$ cat src/rtl/vga_timing_pkg.sv
// rtl/vga_timing_pkg.sv - 640x480@60 timing constants, counter widths and framebuffer address width
package vga_timing_pkg;
    localparam int VGA_H_ACT  = 640;
    localparam int VGA_H_FP   = 16;
    localparam int VGA_H_SYNC = 96;
    localparam int VGA_H_BP   = 48;
    localparam int VGA_V_ACT  = 480;
    localparam int VGA_V_FP   = 10;
    localparam int VGA_V_SYNC = 2;
    localparam int VGA_V_BP   = 33;

    localparam int H_CNT_W   = 10;
    localparam int V_CNT_W   = 10;
    localparam int FB_ADDR_W = 14;

    typedef logic [H_CNT_W-1:0]   hcnt_t;
    typedef logic [V_CNT_W-1:0]   vcnt_t;
    typedef logic [FB_ADDR_W-1:0] fb_addr_t;

    // Per-pixel control that rides alongside the framebuffer read
    typedef struct packed {
        logic hs;
        logic vs;
        logic de;
        logic frame_start;
        logic in_win;
        logic odd_row;
    } pix_ctl_t;

    function automatic logic sync_level(input logic active, input logic pol);
        return active ? pol : ~pol;
    endfunction
endpackage

$ cat src/rtl/vga_timing_gen.sv
// rtl/vga_timing_gen.sv - h/v raster counters with combinational hs/vs/de/frame_start decode
module vga_timing_gen
    import vga_timing_pkg::*;
#(
    parameter int   H_ACT    = VGA_H_ACT,
    parameter int   H_FP     = VGA_H_FP,
    parameter int   H_SYNC   = VGA_H_SYNC,
    parameter int   H_BP     = VGA_H_BP,
    parameter int   V_ACT    = VGA_V_ACT,
    parameter int   V_FP     = VGA_V_FP,
    parameter int   V_SYNC   = VGA_V_SYNC,
    parameter int   V_BP     = VGA_V_BP,
    parameter logic SYNC_POL = 1'b0
) (
    input  logic  V_CLK,
    input  logic  RST,
    output hcnt_t h,
    output vcnt_t v,
    output logic  hs,
    output logic  vs,
    output logic  de,
    output logic  frame_start
);
    localparam hcnt_t H_LAST   = hcnt_t'(H_ACT + H_FP + H_SYNC + H_BP - 1);
    localparam vcnt_t V_LAST   = vcnt_t'(V_ACT + V_FP + V_SYNC + V_BP - 1);
    localparam hcnt_t H_ACT_C  = hcnt_t'(H_ACT);
    localparam vcnt_t V_ACT_C  = vcnt_t'(V_ACT);
    localparam hcnt_t HS_ON    = hcnt_t'(H_ACT + H_FP);
    localparam hcnt_t HS_OFF   = hcnt_t'(H_ACT + H_FP + H_SYNC);
    localparam vcnt_t VS_ON    = vcnt_t'(V_ACT + V_FP);
    localparam vcnt_t VS_OFF   = vcnt_t'(V_ACT + V_FP + V_SYNC);

    always_ff @(posedge V_CLK) begin
        if (RST) begin
            h <= '0;
            v <= '0;
        end else if (h == H_LAST) begin
            h <= '0;
            v <= (v == V_LAST) ? '0 : v + vcnt_t'(1);
        end else begin
            h <= h + hcnt_t'(1);
        end
    end

    assign de          = (h < H_ACT_C) && (v < V_ACT_C);
    assign hs          = sync_level((h >= HS_ON) && (h < HS_OFF), SYNC_POL);
    assign vs          = sync_level((v >= VS_ON) && (v < VS_OFF), SYNC_POL);
    assign frame_start = (h == '0) && (v == '0);
endmodule

$ cat src/rtl/vga_tx.sv
// rtl/vga_tx.sv - VGA output stage: windowed greyscale framebuffer scan-out, 3-cycle pipeline
// Optional SCANLINE_EN: halve pixel value on odd window rows.
module vga_tx
    import vga_timing_pkg::*;
#(
    parameter int         H_ACT    = VGA_H_ACT,
    parameter int         H_FP     = VGA_H_FP,
    parameter int         H_SYNC   = VGA_H_SYNC,
    parameter int         H_BP     = VGA_H_BP,
    parameter int         V_ACT    = VGA_V_ACT,
    parameter int         V_FP     = VGA_V_FP,
    parameter int         V_SYNC   = VGA_V_SYNC,
    parameter int         V_BP     = VGA_V_BP,
    parameter int         WIN_X0   = 256,
    parameter int         WIN_Y0   = 176,
    parameter int         SRC_W    = 128,
    parameter int         SRC_H    = 128,
    parameter logic [7:0] BORDER   = 8'h00,
    parameter logic       SYNC_POL = 1'b0
) (
    input  logic                 V_CLK,
    input  logic                 RST,
    input  logic                 ENABLE,
    output logic [FB_ADDR_W-1:0] BRAM_ADDR,
    input  logic [7:0]           BRAM_DOUT,
    output logic                 VGA_HS,
    output logic                 VGA_VS,
    output logic                 VGA_DE,
    output logic [7:0]           VGA_PIX,
    output logic                 FRAME_START
);
    generate
        if (SRC_W * SRC_H > 2 ** FB_ADDR_W) begin : g_size_check
            $error("vga_tx: SRC_W*SRC_H does not fit the framebuffer address space");
        end
    endgenerate

`ifdef SCANLINE_EN
    localparam logic SCANLINE = 1'b1;
`else
    localparam logic SCANLINE = 1'b0;
`endif

    localparam hcnt_t    WIN_X_LO = hcnt_t'(WIN_X0);
    localparam hcnt_t    WIN_X_HI = hcnt_t'(WIN_X0 + SRC_W);
    localparam vcnt_t    WIN_Y_LO = vcnt_t'(WIN_Y0);
    localparam vcnt_t    WIN_Y_HI = vcnt_t'(WIN_Y0 + SRC_H);
    localparam pix_ctl_t CTL_IDLE = pix_ctl_t'{~SYNC_POL, ~SYNC_POL, 1'b0, 1'b0, 1'b0, 1'b0};

    hcnt_t    h;
    vcnt_t    v;
    logic     t_hs, t_vs, t_de, t_fs;
    logic     in_win;
    fb_addr_t ptr, ptr_base;
    pix_ctl_t ctl0, ctl1, ctl2;
    logic [7:0] pix_next;

    vga_timing_gen #(
        .H_ACT    (H_ACT),
        .H_FP     (H_FP),
        .H_SYNC   (H_SYNC),
        .H_BP     (H_BP),
        .V_ACT    (V_ACT),
        .V_FP     (V_FP),
        .V_SYNC   (V_SYNC),
        .V_BP     (V_BP),
        .SYNC_POL (SYNC_POL)
    ) u_timing (
        .V_CLK       (V_CLK),
        .RST         (RST),
        .h           (h),
        .v           (v),
        .hs          (t_hs),
        .vs          (t_vs),
        .de          (t_de),
        .frame_start (t_fs)
    );

    assign in_win = (h >= WIN_X_LO) && (h < WIN_X_HI) && (v >= WIN_Y_LO) && (v < WIN_Y_HI);

    // Raster order inside the window makes a running pointer equal to row*SRC_W+col
    assign ptr_base = t_fs ? '0 : ptr;

    assign ctl0 = pix_ctl_t'{t_hs, t_vs, t_de, t_fs, in_win, v[0] ^ WIN_Y_LO[0]};

    always_comb begin
        pix_next = BORDER;
        if (!ctl2.de || !ENABLE) begin
            pix_next = '0;
        end else if (ctl2.in_win) begin
            pix_next = (SCANLINE && ctl2.odd_row) ? (BRAM_DOUT >> 1) : BRAM_DOUT;
        end
    end

    always_ff @(posedge V_CLK) begin
        if (RST) begin
            ptr         <= '0;
            BRAM_ADDR   <= '0;
            ctl1        <= CTL_IDLE;
            ctl2        <= CTL_IDLE;
            VGA_HS      <= ~SYNC_POL;
            VGA_VS      <= ~SYNC_POL;
            VGA_DE      <= 1'b0;
            VGA_PIX     <= '0;
            FRAME_START <= 1'b0;
        end else begin
            if (in_win) begin
                BRAM_ADDR <= ptr_base;
                ptr       <= ptr_base + fb_addr_t'(1);
            end else begin
                ptr       <= ptr_base;
            end
            ctl1        <= ctl0;
            ctl2        <= ctl1;
            VGA_HS      <= ctl2.hs;
            VGA_VS      <= ctl2.vs;
            VGA_DE      <= ctl2.de;
            VGA_PIX     <= pix_next;
            FRAME_START <= ctl2.frame_start;
        end
    end
endmodule

$ cat config.mk
export PLATFORM = sky130hd
export DESIGN_NAME = vga_tx
export DESIGN_NICKNAME = d
export VERILOG_FILES = /design/src/rtl/vga_timing_pkg.sv /design/src/rtl/vga_timing_gen.sv /design/src/rtl/vga_tx.sv
export SDC_FILE = /design/constraint.sdc
export NUM_CORES = 1
export LEC_CHECK = 0
export BUFFER_PORTS_ARGS = -buffer_cell sky130_fd_sc_hd__buf_4
export CORE_UTILIZATION = 43
export CTS_CLUSTER_SIZE = 28
export DETAILED_ROUTE_END_ITERATION = 10
export PLACE_DENSITY = 0.63
export SLEW_MARGIN = 20
export SYNTH_ARGS = -nofsm -noshare
export SYNTH_HDL_FRONTEND = slang
export SYNTH_HIERARCHICAL = 1
export SYNTH_SLANG_ARGS = --single-unit
$ cat constraint.sdc
create_clock -name V_CLK -period 3.58 [get_ports V_CLK]
set_clock_uncertainty 0.1 [all_clocks]
set_input_delay 0.358 -clock V_CLK [delete_from_list [all_inputs] [get_ports V_CLK]]
set_output_delay 0.358 -clock V_CLK [all_outputs]
set_load 0.02 [all_outputs]
Word-level counts from Yosys, hierarchy flattened:

Index checks and enable logic that the tools add are counted.

* add/sub/neg operators: 3
* $lt $le $gt $ge: 10
* eq/ne operators: 2
* mux-type cells: 5
* bitwise gates (word level): 1
* reductions and logical operators: 14

Operators by type and width (number)
* $lt 10x9->1 const B: 4
* $mux 14: 2
* $add 10x1->10 const B: 2
* $eq 10x10->1 const B: 2
* $ge 10x9->1 const B: 2
* $logic_not 10->1: 2
* $lt 10x10->1 const B: 2
* $add 14x1->14 const B: 1
* $ge 10x10->1 const B: 1
* $ge 10x8->1 const B: 1
* $mux 10: 1
* $logic_and 1x1->1: 7
* $reduce_or 3->1: 1
* $logic_not 1->1: 2
* $mux 1: 2
* $reduce_or 2->1: 1
* $logic_or 1x1->1: 1
* $not 1->1: 1

* bits in registers: 70
* bits of input ports: 11

Longest topological paths before layout:

Gate-level depths: netlist (run 1).

* depth after elaboration: 5
* gate-level depth with buffers: 12
* depth with buffers taken out: 11

By module:

Netlist (run 1), hierarchy kept.

Modules (own cells, without submodules)
* vga_tx: instances 1, cells each 218, area an instance 2045.7 um^2, sequential area each 1001.0 um^2
* vga_timing_gen: instances 1, cells each 131, area an instance 1084.8 um^2, sequential area each 400.4 um^2

Worst setup path after synthesis (run 1):

Ideal clock, no wire load.

* path type: register to register
* start: register u_timing.h[6]
* end: register ptr[12]
* setup time: 70 ps
* arrival: 2648 ps
* data required time: 3410 ps
* slack: 762 ps
* cell stages (with the launch flop): 13
* path buffers: 2
* cells stage by stage: dfxtp_1 > clkbuf_1 > or2_1 > nor3_1 > nand4_1 > nor4_1 > clkbuf_1 > nor2b_1 > ha_1 > nand2_1 > or4_1 > or4_1 > a21oi_1

* longest elaborated chain between the ends: 5
* elaborated cells on any way between the ends: 10
* those cells by class: 1 x add/sub; 2 x order compare; 2 x mux; 5 x reduce/logical

RTL lines
* start: declaration: RTL line vga_timing_gen.sv:17 `output hcnt_t h,`
* start signal: assignment: RTL line vga_timing_gen.sv:41 `h <= h + hcnt_t'(1);`
* $logic_not 10->1: RTL line vga_timing_gen.sv:48 `assign frame_start = (h == '0) && (v == '0);`
* $logic_and 1x1->1: RTL line vga_timing_gen.sv:48
* via t_fs: RTL line vga_tx.sv:52 `logic t_hs, t_vs, t_de, t_fs;`
* $mux 14: RTL line vga_tx.sv:82 `assign ptr_base = t_fs ? '0 : ptr;`
* via ptr_base[1]: RTL line vga_tx.sv:54 `fb_addr_t ptr, ptr_base;`
* $add 14x1->14: RTL line vga_tx.sv:109 `ptr <= ptr_base + fb_addr_t'(1);`
* $mux 14: RTL line vga_tx.sv:107 `if (in_win) begin`
* end signal: assignment: RTL line vga_tx.sv:109
* end signal: assignment: RTL line vga_tx.sv:111 `ptr <= ptr_base;`
* end: declaration: RTL line vga_tx.sv:54

The timed path passes the listed nets, and every way through them passes these cells.
A chain may end at the register's enable or synchronous reset.

Final worst setup path (run 1):

* start: register u_timing.v[0]
* end: register ptr[12]

* longest elaborated chain between the ends: 5
* elaborated cells on any way between the ends: 9
* those cells by class: 1 x add/sub; 2 x order compare; 2 x mux; 4 x reduce/logical

RTL lines
* start: declaration: RTL line vga_timing_gen.sv:18 `output vcnt_t v,`
* start signal: assignment: RTL line vga_timing_gen.sv:39 `v <= (v == V_LAST) ? '0 : v + vcnt_t'(1);`
* $logic_not 10->1: RTL line vga_timing_gen.sv:48
* $logic_and 1x1->1: RTL line vga_timing_gen.sv:48
* via t_fs: RTL line vga_tx.sv:52
* $mux 14: RTL line vga_tx.sv:82
* via ptr_base[0]: RTL line vga_tx.sv:54
* $add 14x1->14: RTL line vga_tx.sv:109
* $mux 14: RTL line vga_tx.sv:107

The timed path passes the listed nets, and every way through them passes these cells.

==> impl_metrics.ini, run 1 <==
[synthesis]
netlist_instances = 349
ys_seq_area_frac = 0.4476
synth_common_cells = 70 x dfxtp_1, 29 x a21oi_1, 24 x nand3_1, 24 x nor2_1, 17 x o21ai_0
synth.area.mux_share = 0.02758
synthTopCellsByArea = dfxtp_1 45%, a21oi_1 4.6%, nand3_1 3.8%, nor2b_1 3.2%, nor2_1 2.9%
postSynthAreaPerCell_um2 = 8.970
synth_edf_count = 0
synth_seq_cells = 70
synth_top_family_by_area = simple AND/OR/NAND/NOR gates
yosys.area.top_type = dfxtp_1
yosysMostFrequentCell = dfxtp_1
synth-simple-area-share = 0.3249
synth_area_um2 = 3131
synth_xor_area_frac = 0.03917
netlist.area_leader.share = 0.4476
synth_nets = 365
synth-compound-area-share = 0.09712
synthAdderAreaFrac = 0.01998
synth_ff_type = dfxtp_1
ys_types = 46
yosysWarnings = 6
synth-async-reset-ratio = 0

[run]
max-cap-violations = 0

[placed_design]
place_ws_ns = 0.8043
port_buffers = 36
place_area_um2 = 3443
place_congestion = 0.8874
hpwl_mm = 4.395
dpl.cell_count = 462

[floorplan]
coreArea_um2 = 6907
fp.dieH_um = 87.33
chipWidth_um = 87.33
start_util = 0.4533
fp-row-count = 30
die_area_um2 = 7626
ios = 37

[clocking]
tritoncts = yes
post-cts-setup-buffers = 0
cts-root-buf = clkbuf_8
tritoncts.num_buffers = 9
path_clk_slew_ns = 0.08
worstSkewPairLatency_ns = 0.35
clk_path_buf_depth = 2
htreeDepth = 3
postCtsHoldBufs = 0
cts_resized = 0
clock-sinks = 70

[pwr]
p_int_mw = 1.282
p_sw_frac = 0.2195
finalPower_mw = 1.642
static-leakage-power_nw = 1.345
pwr-share-seq = 0.481
p_comb_frac = 0.034
p_sw_uw = 360.5
pwr-share-clk = 0.485
peakVddDrop_mv = 0.1992
p_per_area_nw_per_um2 = 444.8

[route]
wl_per_cell_um = 13.82
drtPass1Iterations = 4
drt-total-wl_mm = 6.605
drc = 0
vias_per_cell = 5.347
vias = 2556
drt_iter0_drc = 103
ant_nets = 0

[cells_and_area]
fin_util = 0.5346
layout.cells.non_filler = 478
area_delta_synth_final_pct = 17.95
fin_area_um2 = 3692
antennaDiodeCount = 0
nets = 393
layout-drive-gt1-share = 0.1963
fill_cells = 678

[worst_setup_path]
reg2reg_depth = 11
r2r_end = ptr[12]$_SDFF_PP0_
arrival_ns = 3.00
cp-startpoint = u_timing/v[0]$_SDFFE_PP0N_
setup.worst_path.class = flop to flop
start_kind = flop
cp_max_fo = 5
r2r_slack_ns = 0.77
reg2reg_from = u_timing/v[0]$_SDFFE_PP0N_
cp.required_ns = 3.77
cp-endpoint = ptr[12]$_SDFF_PP0_
critPathCaptureType = flop

[hold_path]
hp-class = input pin to flop

[sta]
max_freq_ghz = 0.3557
timing.final.crit_period_ns = 2.811
relSlewSlack = 0.6210
drv_slew = 0
finalSetupTns_ns = 0
finalHoldWorstSlack_ns = 0.1065
timing.final.crit_share = 0.7853
layout_setup_ws_ns = 0.7686
worst_slew_pin_slew_ns = 0.5685
rsz0062_at_grt = false
setup_violations = 0
finalHoldViolations = 0

[global_routing]
grt_pass1_wl_mm = 10.82
track_usage = 0.1837
overflow = 0
grt_pass1_vias = 2271
grt_max_degree = 47
antenna_found_initial = 0

[outcome]
outcome = finished, final reports clean
==> per-layer routing <==
layer,part of all wire,vias up,track usage
met5,0,-,0
met3,0.034,11,0.03981
met4,0.017,0,0.08048
met2,0.46,49,0.2933
li1,-,1303,-
met1,0.49,1193,0.2380
==> how the worst min path moves through the flow <==
stage	startpoint	to	slack [ns]	cells past startpoint
after CTS	BRAM_DOUT[6]	VGA_PIX[6]$_SDFF_PP0_	0.09	2
after floorplan	ctl2[5]$_SDFF_PP1_	VGA_HS$_SDFF_PP1_	0.29	1
after global routing	BRAM_DOUT[6]	VGA_PIX[6]$_SDFF_PP0_	0.09	2
final	BRAM_DOUT[5]	VGA_PIX[5]$_SDFF_PP0_	0.11	2
after detailed placement	ctl1[5]$_SDFF_PP1_	ctl2[5]$_SDFF_PP1_	0.30	1
after global placement	ctl1[4]$_SDFF_PP1_	ctl2[4]$_SDFF_PP1_	0.30	1
==> placed cells by master, fill, tap and decap left out, types with 4 or more instances in the layout <==
cell	n
clkbuf_8	9
and2_1	12
ha_1	5
mux2_2	4
nand3_1	24
and3_1	5
or4_1	10
nand2_1	9
nor2_1	24
a21oi_1	29
nand2b_1	4
o31ai_1	7
xnor2_1	7
dfxtp_1	70
or2_2	7
or3_1	4
nand4b_1	6
xor2_1	7
nor4_1	5
nand4_1	13
buf_4	39
inv_6	4
nor3_1	9
nor2b_1	16
o21ai_0	17
inv_1	8
==> power by group through the flow <==
| stage | Combinational, mW | Clock (mW) | Sequential (mW) |
|---|---|---|---|
| 3_3_place_gp | 0.0565 | 0 | 0.807 |
| 4_1_cts | 0.0569 | 0.814 | 0.789 |
| 6_report | 0.0560 | 0.797 | 0.789 |
| 5_1_grt | 0.0626 | 0.857 | 0.790 |
| 3_5_place_dp | 0.0566 | 0 | 0.808 |
| 2_1_floorplan | 0.0368 | 0 | 0.807 |
==> layout make-up <==
type	count	area, um^2	area share
repair buffers	39	292.8	0.07930
multi-input cells	249	1599	0.4331
clock buffers	9	123.9	0.03355
clock inverters	7	125.1	0.03389
flip-flops and latches	70	1401	0.3795
inverters	8	30.03	0.008133
well taps	96	120.1	0.03253
==> state kept, by name (all words and copies together), names as in the netlist <==
register / cells
VGA_HS: 1
FRAME_START: 1
u_timing/v: 10
u_timing/h: 10
ptr: 14
BRAM_ADDR: 14
VGA_VS: 1
VGA_DE: 1
VGA_PIX: 8
ctl1: 5
ctl2: 5
==> worst max-delay path, stage by stage (launching register included) <==
cell and delay, ns:
dfxtp_1 0.42, inv_1 0.07, ha_1 0.18, nor2b_1 0.14, nand4_1 0.09, nor4_2 0.07, nor2b_1 0.27, ha_1 0.26
nand2_1 0.08, or4_1 0.54, or4_1 0.40, a21oi_1 0.14
==> kinds of logic after synthesis <==
logic type                 Yosys count
AOI/OAI and AO/OA                   56
xor gates and xnor gates            14
muxes                                8
and+or+nand+nor                    166
DFF                                 70
buffers and inverters               30
adders and majority gates            5
No activity file was read; power rests on OpenSTA's default activity.
==> inputs of run 2 (changes only) <==
ABC_AREA = 1   (was unset)
clock period = 2.8 ns   (was 3.58 ns; I/O delays follow)
==> impl_metrics.ini, run 2 <==
[route]
dr_wl_met2_mm = 2.771
drt-total-wl_mm = 6.373
top_layer_used = met4
wl_per_cell_um = 10.75
vias_per_cell = 4.720
drt_iter0_drc = 124
vias = 2799
drc = 0
drtPass1Iterations = 4
wirelength_met1_mm = 3.315
ant_nets = 0
wl_met3_um = 168

[floorplan]
ios = 37
die_area_um2 = 7873
chipWidth_um = 88.73
fp-row-count = 31
start_util = 0.4459
coreArea_um2 = 7253
fp.dieH_um = 88.73

[worst_setup_path]
cp_max_fo = 12
reg2reg_depth = 19
reg2reg_from = u_timing/v[5]$_SDFFE_PP0N_
critPathCaptureType = flop
cp.required_ns = 2.95
start_kind = flop
setup.worst_path.class = flop to flop
arrival_ns = 2.67
r2r_end = ptr[8]$_SDFF_PP0_
r2r_slack_ns = 0.28

[synthesis]
synth-async-reset-ratio = 0
ys_types = 34
netlist.area_leader.share = 0.4333
synth_seq_cells = 70
yosysWarnings = 6
yosys.area.top_type = dfxtp_1
synth_area_um2 = 3234
yosysMostFrequentCell = nor2_1
netlist_instances = 452
synth_common_cells = 89 x nor2_1, 77 x nand2_1, 70 x dfxtp_1
synth_edf_count = 0
synth_ff_type = dfxtp_1
synth_nets = 468
synthTopCellsByArea = dfxtp_1 43%, nor2_1 10%, nand2_1 8.9%, inv_1 8.0%, nand3_1 4.8%
postSynthAreaPerCell_um2 = 7.156
ys_seq_area_frac = 0.4333

[sta]
worst_slew_pin_slew_ns = 0.5720
rsz0062_at_grt = false
setup_violations = 0
max_freq_ghz = 0.3971
timing.final.crit_period_ns = 2.518
drv_slew = 0
relSlewSlack = 0.6182
timing.final.crit_share = 0.8993
finalSetupTns_ns = 0
finalHoldWorstSlack_ns = 0.05673
finalHoldViolations = 0

[global_routing]
grt_max_degree = 28
grt_pass1_vias = 2433
overflow = 0
grt_pass1_wl_mm = 10.85
track_usage = 0.1787
antenna_found_initial = 0

[cells_and_area]
antennaDiodeCount = 0
top_regs = BRAM_ADDR x14, ptr x14
final_common_cell = nor2_1
nets = 506
fill_cells = 712
area_delta_synth_final_pct = 17.95
mostFrequentLayoutCells = 89 x nor2_1, 77 x nand2_1, 70 x dfxtp_1, 69 x inv_1, 39 x buf_4
layout-drive-gt1-share = 0.1680

[pwr]
finalPower_mw = 2.116
static-leakage-power_nw = 1.669
p_per_area_nw_per_um2 = 554.6
peakVddDrop_mv = 0.2555

[placed_design]
hpwl_mm = 4.372
place_congestion = 0.8177
port_buffers = 36

[outcome]
outcome = finished, final reports clean

[hold_path]
hp-class = input pin to flop
min_to = VGA_PIX[2]$_SDFF_PP0_
min_path_cells = 3
worstHoldStart = BRAM_DOUT[2]

[clocking]
worstSkewPairLatency_ns = 0.34
tritoncts = yes
cts-root-buf = clkbuf_8
tritoncts.num_buffers = 9
path_clk_slew_ns = 0.08
clk_path_buf_depth = 2
cts_resized = 0
htreeDepth = 3
post-cts-setup-buffers = 0
postCtsHoldBufs = 0
clock-sinks = 70

[run]
max-cap-violations = 0
[run 2: changes by cell type in the layout (fill, tap and decap cells not counted), sizes merged, moves of 5 or more]
cell / change
nand2: +74
nor2: +73
inv: +60
nor2b: -16
and2: -13
a21oi: -10
or4: -10
nand3: +9
nand4b: -7
o31ai: -7
xnor2: -6
mux2: -5
[run 2: stage by stage]
stage,cells,instance area [um^2],utilization,worst slack (ns)
6_report,593,3815,0.5260,0.2820
3_3_place_gp,578,3560,0.4908,0.3896
5_1_grt,593,3815,0.5260,0.01857
4_1_cts,593,3815,0.5260,0.3444
3_5_place_dp,578,3560,0.4908,0.3678
2_1_floorplan,452,3234,-,0.5610
[run 2: cell families (layout without fill, tap and decap cells)]
family          after synthesis  in the layout  share of synthesized area
compound gates               39             39                    0.06151
xor+xnor                      5              5                    0.01354
fa+ha+maj                     5              5                    0.01934
buf+inv                      84            126                     0.1141
flops                        70             70                     0.4333
simple gates                249            249                     0.3582
[run 2: area by class of cell]
cell class	count	area [um^2]	share of cell area
Multi-Input combinational cell	298	1464	0.3837
Sequential cell	70	1401	0.3673
Timing Repair Buffer	39	292.8	0.07675
Inverter	72	277.8	0.07281
Clock buffer	12	165.2	0.04329
Tap cell	99	123.9	0.03247
Clock inverter	3	90.09	0.02361
[run 2: power breakdown]
part           switching (mW)  internal [mW]
Clock                   0.366          0.660
Combinational          0.0525         0.0287
Sequential            0.00468           1.00
Total                   0.423           1.69
[run 2: per-layer routing]
| metal | vias to the layer above | track usage |
|---|---|---|
| met3 | 11 | 0.03638 |
| li1 | 1482 | - |
| met2 | 39 | 0.2790 |
| met5 | - | 0 |
| met1 | 1267 | 0.2357 |
| met4 | 0 | 0.08651 |
[run 2: how the worst max path moves through the flow]
stage | start | endpoint | slack (ns)
detailed placement | u_timing/v[5]$_SDFFE_PP0N_ | ptr[8]$_SDFF_PP0_ | 0.37
global route | u_timing/h[0]$_SDFF_PP0_ | ptr[8]$_SDFF_PP0_ | 0.02
global placement | u_timing/v[5]$_SDFFE_PP0N_ | ptr[8]$_SDFF_PP0_ | 0.39
finish | u_timing/v[5]$_SDFFE_PP0N_ | ptr[8]$_SDFF_PP0_ | 0.28
floorplan | u_timing/h[0]$_SDFF_PP0_ | ptr[12]$_SDFF_PP0_ | 0.56
CTS | u_timing/v[5]$_SDFFE_PP0N_ | ptr[8]$_SDFF_PP0_ | 0.34
[run 2: worst max-delay path, cell delays in order, from the launching register on]
cell and delay [ns]:
dfxtp_1 0.37, inv_1 0.10, nand2_1 0.05, nor2_1 0.22
nand3_1 0.10, nor2_1 0.11, buf_4 0.24, inv_6 0.08
nand2_1 0.08, inv_1 0.06, ha_1 0.22, nand2_1 0.07
inv_1 0.04, nand2_2 0.10, inv_1 0.06, nand2_1 0.06
nand2_1 0.05, nand2_1 0.06, nand2_1 0.04, a21oi_1 0.19
==> inputs of run 3 (changes only) <==
ABC_AREA = unset   (was 1)
==> impl_metrics.ini, run 3 (synthesis gave the netlist of run 1 again) <==
[placed_design]
place_congestion = 0.8840
place_ws_ns = 0.1200
hpwl_mm = 4.491
port_buffers = 36

[floorplan]
start_util = 0.4533
fp-row-count = 30
ios = 37
coreArea_um2 = 6907
chipWidth_um = 87.33
die_area_um2 = 7626
fp.dieH_um = 87.33

[sta]
max_freq_ghz = 0.3758
drv_slew = 0
layout_setup_ws_ns = 0.1389
timing.final.crit_share = 0.9504
worst_slew_pin_slew_ns = 0.5779
timing.final.crit_period_ns = 2.661
relSlewSlack = 0.6121
rsz0062_at_grt = false
finalHoldViolations = 0
finalSetupTns_ns = 0
finalHoldWorstSlack_ns = 0.01913
setup_violations = 0

[route]
drt_iter0_drc = 103
drtPass1Iterations = 4
ant_nets = 0
wl_per_cell_um = 13.39
drt-total-wl_mm = 6.547
vias_per_cell = 5.344
drc = 0
vias = 2613

[hold_path]
worstHoldStart = BRAM_DOUT[5]
hp-class = input pin to flop

[worst_setup_path]
critPathBufInv = 1
start_kind = flop
arrival_ns = 2.84
cp_max_fo = 5
cp.required_ns = 2.98
reg2reg_from = u_timing/v[0]$_SDFFE_PP0N_
cpPeakStageDelay_ns = 0.54
cp-startpoint = u_timing/v[0]$_SDFFE_PP0N_
crit_chain = inv_1 -> ha_1 -> nor2b_1 -> nand4_1 -> nor4_2 -> nor2b_1 -> ha_2 -> nand2_1 -> or4_1 -> or4_1 -> a21oi_1
critPathCaptureType = flop
critPathTopFamily = simple AND/OR/NAND/NOR gates
setup.worst_path.class = flop to flop
cp_slowest_cell = or4_1

[cells_and_area]
final_common_cell = dfxtp_1
seq_area_um2 = 1405
area_delta_synth_final_pct = 18.90
mostFrequentLayoutCells = 69 x dfxtp_1, 50 x buf_4, 29 x a21oi_1, 24 x nand3_1, 24 x nor2_1
nets = 404
fill_cells = 676
layout-drive-gt1-share = 0.2265
antennaDiodeCount = 0
fin_util = 0.5389
top_regs = BRAM_ADDR x14, ptr x14
multi_input_area_um2 = 1605

[pwr]
peakVddDrop_mv = 0.2704
static-leakage-power_nw = 1.370
p_per_area_nw_per_um2 = 496.8

[clocking]
tritoncts = yes
clk_path_buf_depth = 2
worstSkewPairLatency_ns = 0.35
path_clk_slew_ns = 0.09
post-cts-setup-buffers = 0
htreeDepth = 3
tritoncts.num_buffers = 9
postCtsHoldBufs = 0
clock-sinks = 70
cts-root-buf = clkbuf_8

[outcome]
outcome = finished, final reports clean

[global_routing]
antenna_found_initial = 0
track_usage = 0.1813
grt_pass1_vias = 2313
grt_pass1_wl_mm = 10.65
grt_max_degree = 47
overflow = 0

[run]
max-cap-violations = 0
-- run 3: repair_timing --
item / 4_1_cts / 5_1_grt
hold endpoints to repair: 0 / 0
gates resized for setup: 0 / 4
setup endpoints to repair: 0 / 2
-- run 3: final cells by class --
cell class | instances | area share
inverter | 8 | 0.008067
sequential | 70 | 0.3775
clock buffer | 9 | 0.03328
tap | 96 | 0.03227
multi-input combinational | 249 | 0.4313
timing repair buffer | 50 | 0.1008
clock inverter | 7 | 0.01681
-- run 3: final timing paths --
check / slack [ns] / cells past startpoint / endpoint
hold reg to reg: 0.31 / 1 / VGA_HS$_SDFF_PP1_
setup / recovery: 0.14 / 11 / ptr[10]$_SDFF_PP0_
hold / removal: 0.02 / 2 / VGA_PIX[5]$_SDFF_PP0_
setup reg to reg: 0.14 / 11 / ptr[10]$_SDFF_PP0_
-- run 3: power by group --
group	switching [mW]	leakage, nW	internal [mW]
clock network	0.431	0.0927	0.340
logic	0.0399	0.711	0.0316
registers	0.00540	0.567	1.00
total	0.476	1.37	1.37
-- run 3: per-stage QoR --
step | power, mW | cells | area [um^2]
finish | 1.849 | 489 | 3722
global placement | 1.104 | 473 | 3526
CTS | 1.874 | 489 | 3712
detailed placement | 1.104 | 473 | 3526
global route | 1.930 | 489 | 3722
floorplan | 1.078 | 349 | 3132
-- run 3: metal layers --
metal | up-vias | part of all wire | GRT usage | wire length [um]
met5 | - | 0 | 0 | 0
met4 | 0 | 0.018 | 0.08346 | 116
met1 | 1221 | 0.47 | 0.2323 | 3109
met3 | 12 | 0.044 | 0.03886 | 291
li1 | 1324 | - | - | -
met2 | 56 | 0.46 | 0.2912 | 3029
-- run 3: worst register-to-register path, delay by kind of cell, from the launching register on --
family / cells / cell delay, ns
AOI/OAI and AO/OA: 1 / 0.14
and+or+nand+nor: 7 / 1.52
adders and majority gates: 2 / 0.42
DFF: 1 / 0.37
buffers and inverters: 1 / 0.04
